File: src/rtl/y_line_writer_if.sv
// Stream and SRAM-write bundle for y_line_writer.
// slave = writer side, master = producer/SRAM side.
interface y_line_writer_if #(
  parameter int unsigned ADDR_W = 11,
  parameter int unsigned DATA_W = 16,
  parameter int unsigned LANES  = 16
);
  logic                      yW_inValid;
  logic [ADDR_W-1:0]         yW_inRow;
  logic [DATA_W-1:0]         yW_inData;
  logic                      yW_inReady;
  logic                      yW_flush;
  logic                      yW_flushDone;
  logic                      yW_wrEn;
  logic [ADDR_W-1:0]         yW_wrAddr;
  logic [LANES*DATA_W-1:0]   yW_wrData;
  logic [LANES-1:0]          yW_wrMask;
  logic                      yW_wrReady;
  logic [15:0]               yW_linesWritten;

  modport slave (
    input  yW_inValid, yW_inRow, yW_inData, yW_flush, yW_wrReady,
    output yW_inReady, yW_flushDone, yW_wrEn, yW_wrAddr, yW_wrData,
    output yW_wrMask, yW_linesWritten
  );

  modport master (
    output yW_inValid, yW_inRow, yW_inData, yW_flush, yW_wrReady,
    input  yW_inReady, yW_flushDone, yW_wrEn, yW_wrAddr, yW_wrData,
    input  yW_wrMask, yW_linesWritten
  );
endinterface

File: src/rtl/y_line_writer.sv
// Packs per-row Y results into masked SRAM line writes at address row>>log2(LANES).
// Define YW_ACCUM_EN to sum duplicate lanes instead of overwriting them.
module y_line_writer #(
  parameter int unsigned ADDR_W = 11,
  parameter int unsigned DATA_W = 16,
  parameter int unsigned LANES  = 16
) (
  input logic              clock,
  input logic              reset,
  y_line_writer_if.slave   bus
);
  localparam int unsigned LANE_W = $clog2(LANES);
  localparam int unsigned TAG_W  = ADDR_W - LANE_W;

  typedef enum logic [1:0] {IDLE, FILL, WRITE} state_t;

  state_t            state, stateNext;
  logic [DATA_W-1:0] buffer [LANES];
  logic [LANES-1:0]  mask;
  logic [TAG_W-1:0]  tagReg;
  logic              flushPending;
  logic              flushDone;
  logic [15:0]       linesWritten;

  logic [TAG_W-1:0]  inTag;
  logic [LANE_W-1:0] inLane;
  logic              tagMatch;
  logic              inReady;
  logic              accept;
  logic [LANES-1:0]  maskNext;
  logic [DATA_W-1:0] laneValue;

  always_comb begin
    inTag    = bus.yW_inRow[ADDR_W-1:LANE_W];
    inLane   = bus.yW_inRow[LANE_W-1:0];
    tagMatch = (inTag == tagReg);
    inReady  = !reset && ((state == IDLE) || (state == FILL && tagMatch));
    accept   = bus.yW_inValid && inReady;
    maskNext = mask | (accept ? (LANES'(1) << inLane) : '0);
`ifdef YW_ACCUM_EN
    laneValue = mask[inLane] ? (buffer[inLane] + bus.yW_inData) : bus.yW_inData;
`else
    laneValue = bus.yW_inData;
`endif
  end

  always_ff @(posedge clock or posedge reset) begin
    if (reset) state <= IDLE;
    else       state <= stateNext;
  end

  always_comb begin
    stateNext = state;
    case (state)
      IDLE:  if (accept) stateNext = (bus.yW_flush || &maskNext) ? WRITE : FILL;
      FILL:  if ((accept && &maskNext) || bus.yW_flush ||
                 (bus.yW_inValid && !tagMatch)) stateNext = WRITE;
      WRITE: if (bus.yW_wrReady) stateNext = IDLE;
      default: stateNext = IDLE;
    endcase
  end

  always_ff @(posedge clock or posedge reset) begin
    if (reset) begin
      for (int unsigned i = 0; i < LANES; i++) buffer[i] <= '0;
      mask         <= '0;
      tagReg       <= '0;
      flushPending <= 1'b0;
      flushDone    <= 1'b0;
      linesWritten <= '0;
    end else begin
      flushDone <= 1'b0;
      if (accept) begin
        if (state == IDLE) tagReg <= inTag;
        buffer[inLane] <= laneValue;
        mask           <= maskNext;
      end
      // An empty IDLE flush completes at once; any other flush waits for the write.
      if (bus.yW_flush) begin
        if (state == IDLE && !accept) flushDone    <= 1'b1;
        else                          flushPending <= 1'b1;
      end
      if (state == WRITE && bus.yW_wrReady) begin
        mask <= '0;
        if (linesWritten != '1) linesWritten <= linesWritten + 16'd1;
        if (flushPending || bus.yW_flush) begin
          flushDone    <= 1'b1;
          flushPending <= 1'b0;
        end
      end
    end
  end

  always_comb begin
    bus.yW_inReady      = inReady;
    bus.yW_flushDone    = flushDone;
    bus.yW_linesWritten = linesWritten;
    bus.yW_wrEn         = (state == WRITE);
    bus.yW_wrAddr       = (state == WRITE) ? ADDR_W'(tagReg) : '0;
    bus.yW_wrMask       = (state == WRITE) ? mask : '0;
    for (int unsigned i = 0; i < LANES; i++)
      bus.yW_wrData[i*DATA_W +: DATA_W] = (state == WRITE && mask[i]) ? buffer[i] : '0;
  end
endmodule
File: src/flat_wrapper.sv
// flat-port wrapper written by rule: the top's interface ports become plain ports
module y_line_writer_flat 
#(
  parameter int unsigned ADDR_W = 11,
  parameter int unsigned DATA_W = 16,
  parameter int unsigned LANES  = 16
)
  (clock, reset, bus_yW_inValid, bus_yW_inRow, bus_yW_inData, bus_yW_flush, bus_yW_wrReady, bus_yW_inReady, bus_yW_flushDone, bus_yW_wrEn, bus_yW_wrAddr, bus_yW_wrData, bus_yW_wrMask, bus_yW_linesWritten);
  y_line_writer_if #(.ADDR_W(ADDR_W), .DATA_W(DATA_W), .LANES(LANES)) bus_i ();
  input logic clock;
  input logic reset;
  input wire logic [$bits(bus_i.yW_inValid)-1:0] bus_yW_inValid;
  input wire logic [$bits(bus_i.yW_inRow)-1:0] bus_yW_inRow;
  input wire logic [$bits(bus_i.yW_inData)-1:0] bus_yW_inData;
  input wire logic [$bits(bus_i.yW_flush)-1:0] bus_yW_flush;
  input wire logic [$bits(bus_i.yW_wrReady)-1:0] bus_yW_wrReady;
  output wire logic [$bits(bus_i.yW_inReady)-1:0] bus_yW_inReady;
  output wire logic [$bits(bus_i.yW_flushDone)-1:0] bus_yW_flushDone;
  output wire logic [$bits(bus_i.yW_wrEn)-1:0] bus_yW_wrEn;
  output wire logic [$bits(bus_i.yW_wrAddr)-1:0] bus_yW_wrAddr;
  output wire logic [$bits(bus_i.yW_wrData)-1:0] bus_yW_wrData;
  output wire logic [$bits(bus_i.yW_wrMask)-1:0] bus_yW_wrMask;
  output wire logic [$bits(bus_i.yW_linesWritten)-1:0] bus_yW_linesWritten;
  assign bus_i.yW_inValid = bus_yW_inValid;
  assign bus_i.yW_inRow = bus_yW_inRow;
  assign bus_i.yW_inData = bus_yW_inData;
  assign bus_i.yW_flush = bus_yW_flush;
  assign bus_i.yW_wrReady = bus_yW_wrReady;
  assign bus_yW_inReady = bus_i.yW_inReady;
  assign bus_yW_flushDone = bus_i.yW_flushDone;
  assign bus_yW_wrEn = bus_i.yW_wrEn;
  assign bus_yW_wrAddr = bus_i.yW_wrAddr;
  assign bus_yW_wrData = bus_i.yW_wrData;
  assign bus_yW_wrMask = bus_i.yW_wrMask;
  assign bus_yW_linesWritten = bus_i.yW_linesWritten;
  y_line_writer #(.ADDR_W(ADDR_W), .DATA_W(DATA_W), .LANES(LANES)) u_core (.clock(clock), .reset(reset), .bus(bus_i));
endmodule
File: config.mk
export PLATFORM = sky130hd
export DESIGN_NAME = y_line_writer_flat
export DESIGN_NICKNAME = d
export VERILOG_FILES = /design/src/rtl/y_line_writer_if.sv /design/src/rtl/y_line_writer.sv /design/src/flat_wrapper.sv
export SDC_FILE = /design/constraint.sdc
export NUM_CORES = 1
export LEC_CHECK = 0
export CORE_MARGIN = 5
export CORE_UTILIZATION = 50
export CTS_BUF_LIST = sky130_fd_sc_hd__clkbuf_16
export CTS_CLUSTER_SIZE = 30
export DETAILED_ROUTE_END_ITERATION = 10
export PLACE_DENSITY_LB_ADDON = 0.2
export RECOVER_POWER = 25
export SETUP_SLACK_MARGIN = 0.4
export SYNTH_ARGS = -nofsm -noshare
export SYNTH_HDL_FRONTEND = slang
export SYNTH_SLANG_ARGS = --single-unit
export TNS_END_PERCENT = 20
File: constraint.sdc
create_clock -name clock -period 14 [get_ports clock]
set_input_delay 2.8 -clock clock [delete_from_list [all_inputs] [get_ports clock]]
set_output_delay 2.8 -clock clock [all_outputs]
set_load 0.02 [all_outputs]
==> out/metrics.yaml <==
rsz0062_at_grt: "false"
post-dp-hpwl_um: 26600
synth_top_family_by_area: "multiplexers"
dieArea_um2: 30800
num_rows: 60
irDropWorstVdd_mv: 0.0896
cts.repair.resized: 0
area_growth_pct: 31.3
antenna_found_initial: 5
wl_um: 41200
busiest_layer: "met2"
cts_buffers: 31
clockBufferDepth: 3
power.leakage_nw: 8.95
nNetsFinal: 1412
drc: 0
fillers: 2099
met2_usage: 0.428
ctsRootBufferMaster: "clkbuf_16"
critPathKind: "primary input to asynchronous set/reset pin"
stdcell_area_um2: 18000
clock-sinks: 299
die_w_um: 175
syn_inst: 1111
grt_pass1_vias: 10400
worst_pin_slew_ns: 4.14
io_buffers: 329
grt_max_degree: 128
worstPathArrival_ns: 8.73
slew_headroom: -1.77
synth_compound_area_frac: 0.0166
vias_per_cell: 5.66
ys_ff_latch: 299
drt_iter0_drc: 675
critPathRequiredTime_ns: 13.76
min-delay-path-class: "flip-flop to flip-flop"
maxCapViolations: 4
clock_latency_ns: 0.56
reg2reg_from: "u_core.state[1]"
io_pins: 334
layout_common_cells: "clkdlybuf4s50_1, dfrtp_1, and3_1, mux2_2, mux2_1"
synth_top_flop_cell: "dfrtp_1"
reg2reg_depth: 8
hold_viol: 0
holdBufCountCts: 0
drt_pre_antenna_iters: 5
synthAdderAreaFrac: 0.000914
synth-xor-area-share: 0.0141
wl_per_cell_um: 23.6
endpoint_kind: "asynchronous set/reset pin"
dieHeight_um: 175
grt_pass1_wl_um: 63700
status: "finished with violations"
avgSynthCellArea_um2: 12.3
finalClockSkew_ns: 0.0126
post-cts-setup-buffers: 0
postPlaceCellArea_um2: 17000
ys_seq_area_frac: 0.547
finalCriticalPeriod_ns: 8.97
cellPowerDensity_nw_per_um2: 133
timing.fmax_mhz: 112
synth_edf_count: 0
slowest_stage: "clkbuf_1"
mostFrequentLayoutCell: "clkdlybuf4s50_1"
timing.setup.tns_ns: 0
grt-ovfl-total: 0
min_period_over_period: 0.641
whs_path_depth: 1
crit_fanout: 90
met1_usage: 0.351
worstSetupStartpointType: "primary input"
antenna_left: 0
grt_usage: 0.262
via_count: 9884
grt_util_met3: 0.0758
place.gp.congestion: 0.808
holdWs_ns: 0.478
async_reset_ff_frac: 1.00
core_um2: 27000
violations: "capacitance limit, slew limit"
h-tree-depth: 1
critPathTopFamily: "buffers and inverters"
cp_slowest_stage_delay_ns: 2.90
drive_gt1_frac: 0.153
r2r-end: "u_core.state[0]"
cts_tree: "built"
crit_buf_inv: 3
initial_core_util: 0.508
syn_area_um2: 13700
ys_warn_count: 0
slew_viol_final: 306
setup_viol: 0
r2r_slack_ns: 9.96
hold_end: "u_core.buffer[17]"
synth_mux_area_frac: 0.220
min_from: "u_core.buffer[17]"
yosys.area_share.simple: 0.165
clkTransAtPathRegs_ns: 0.06
synthDistinctLibCells: 48
cp_cell_sequence: "dlygate4sd3_1, clkinvlp_2, clkbuf_1"
routing by layer:
layer  share of wire  up-vias
met5         0.00061        -
met4           0.021        4
met3           0.081       63
met2            0.47      328
met1            0.43     5043
li1                -     4446
cells in the mapped netlist (4+ instances only):
cell      count  area, um^2
mux2_2      156        1760
nor2_1       22        82.6
clkbuf_1     81         304
nand3_1       4        20.0
a21oi_1      14        70.1
and4_1        4        35.0
mux2_1      110        1240
inv_1        12        45.0
xor2_1        9        78.8
nor3_1        4        20.0
xnor2_1      13         114
nor2b_1       4        25.0
and2_1       25         156
nand2_1      27         101
dfrtp_1     299        7480
nand4_1       4        25.0
buf_4         5        37.5
buf_2        16        80.1
and3_1      260        1630
report_power, final:
group | switching (mW) | internal (mW) | total (mW)
combinational | 0.210 | 0.199 | 0.409
sequential | 0.144 | 1.06 | 1.20
clock | 0.336 | 0.435 | 0.771
how the worst max path moves through the flow:
stage	slack, ns	from	cells past startpoint	end
final	5.03	reset	3	u_core.buffer[202]
after global routing	3.72	reset	3	u_core.buffer[154]
after CTS	6.45	bus_yW_inRow[8]	6	bus_yW_inReady
after detailed placement	6.46	bus_yW_inRow[8]	6	bus_yW_inReady
after global placement	6.54	bus_yW_inRow[8]	6	bus_yW_inReady
after floorplan	2.94	reset	1	u_core.buffer[0]
stage by stage:
| stage | worst slack (ns) | power [mW] | utilization | instances |
|---|---|---|---|---|
| 2_1_floorplan | 2.94 | 1.46 | - | 1114 |
| 3_3_place_gp | 6.54 | 1.60 | 0.632 | 1687 |
| 3_5_place_dp | 6.46 | 1.63 | 0.632 | 1687 |
| 4_1_cts | 6.45 | 2.40 | 0.667 | 1742 |
| 5_1_grt | 3.72 | 2.50 | 0.666 | 1743 |
| 6_report | 5.03 | 2.38 | 0.666 | 1745 |
kinds of logic (layout without fill, tap and decap cells):
| kind of cell | after synthesis | count (layout) |
|---|---|---|
| compound gates | 32 | 32 |
| buf+inv | 117 | 404 |
| fa+ha+maj | 1 | 1 |
| xor+xnor | 22 | 22 |
| mux | 268 | 268 |
| flops | 299 | 299 |
| simple gates | 371 | 371 |
| other cells | 1 | 7 |
flip-flops by register name, summed over array words and instances (netlist names):
name / count
u_core.bus.yW_flushDone: 1
u_core.state: 2
u_core.buffer: 256
u_core.mask: 16
u_core.bus.yW_linesWritten: 16
u_core.tagReg: 7
u_core.flushPending: 1
final cells by class:
class,count,area [um^2],share of cell area
Antenna cell,3,7.51,0.000418
Clock buffer,31,776,0.0432
Clock inverter,24,161,0.00899
Inverter,12,46.3,0.00258
Multi-Input combinational cell,698,5720,0.318
Sequential cell,299,7480,0.417
Tap cell,341,427,0.0238
Timing Repair Buffer,337,3340,0.186
No activity file was read; power rests on OpenSTA's default activity.
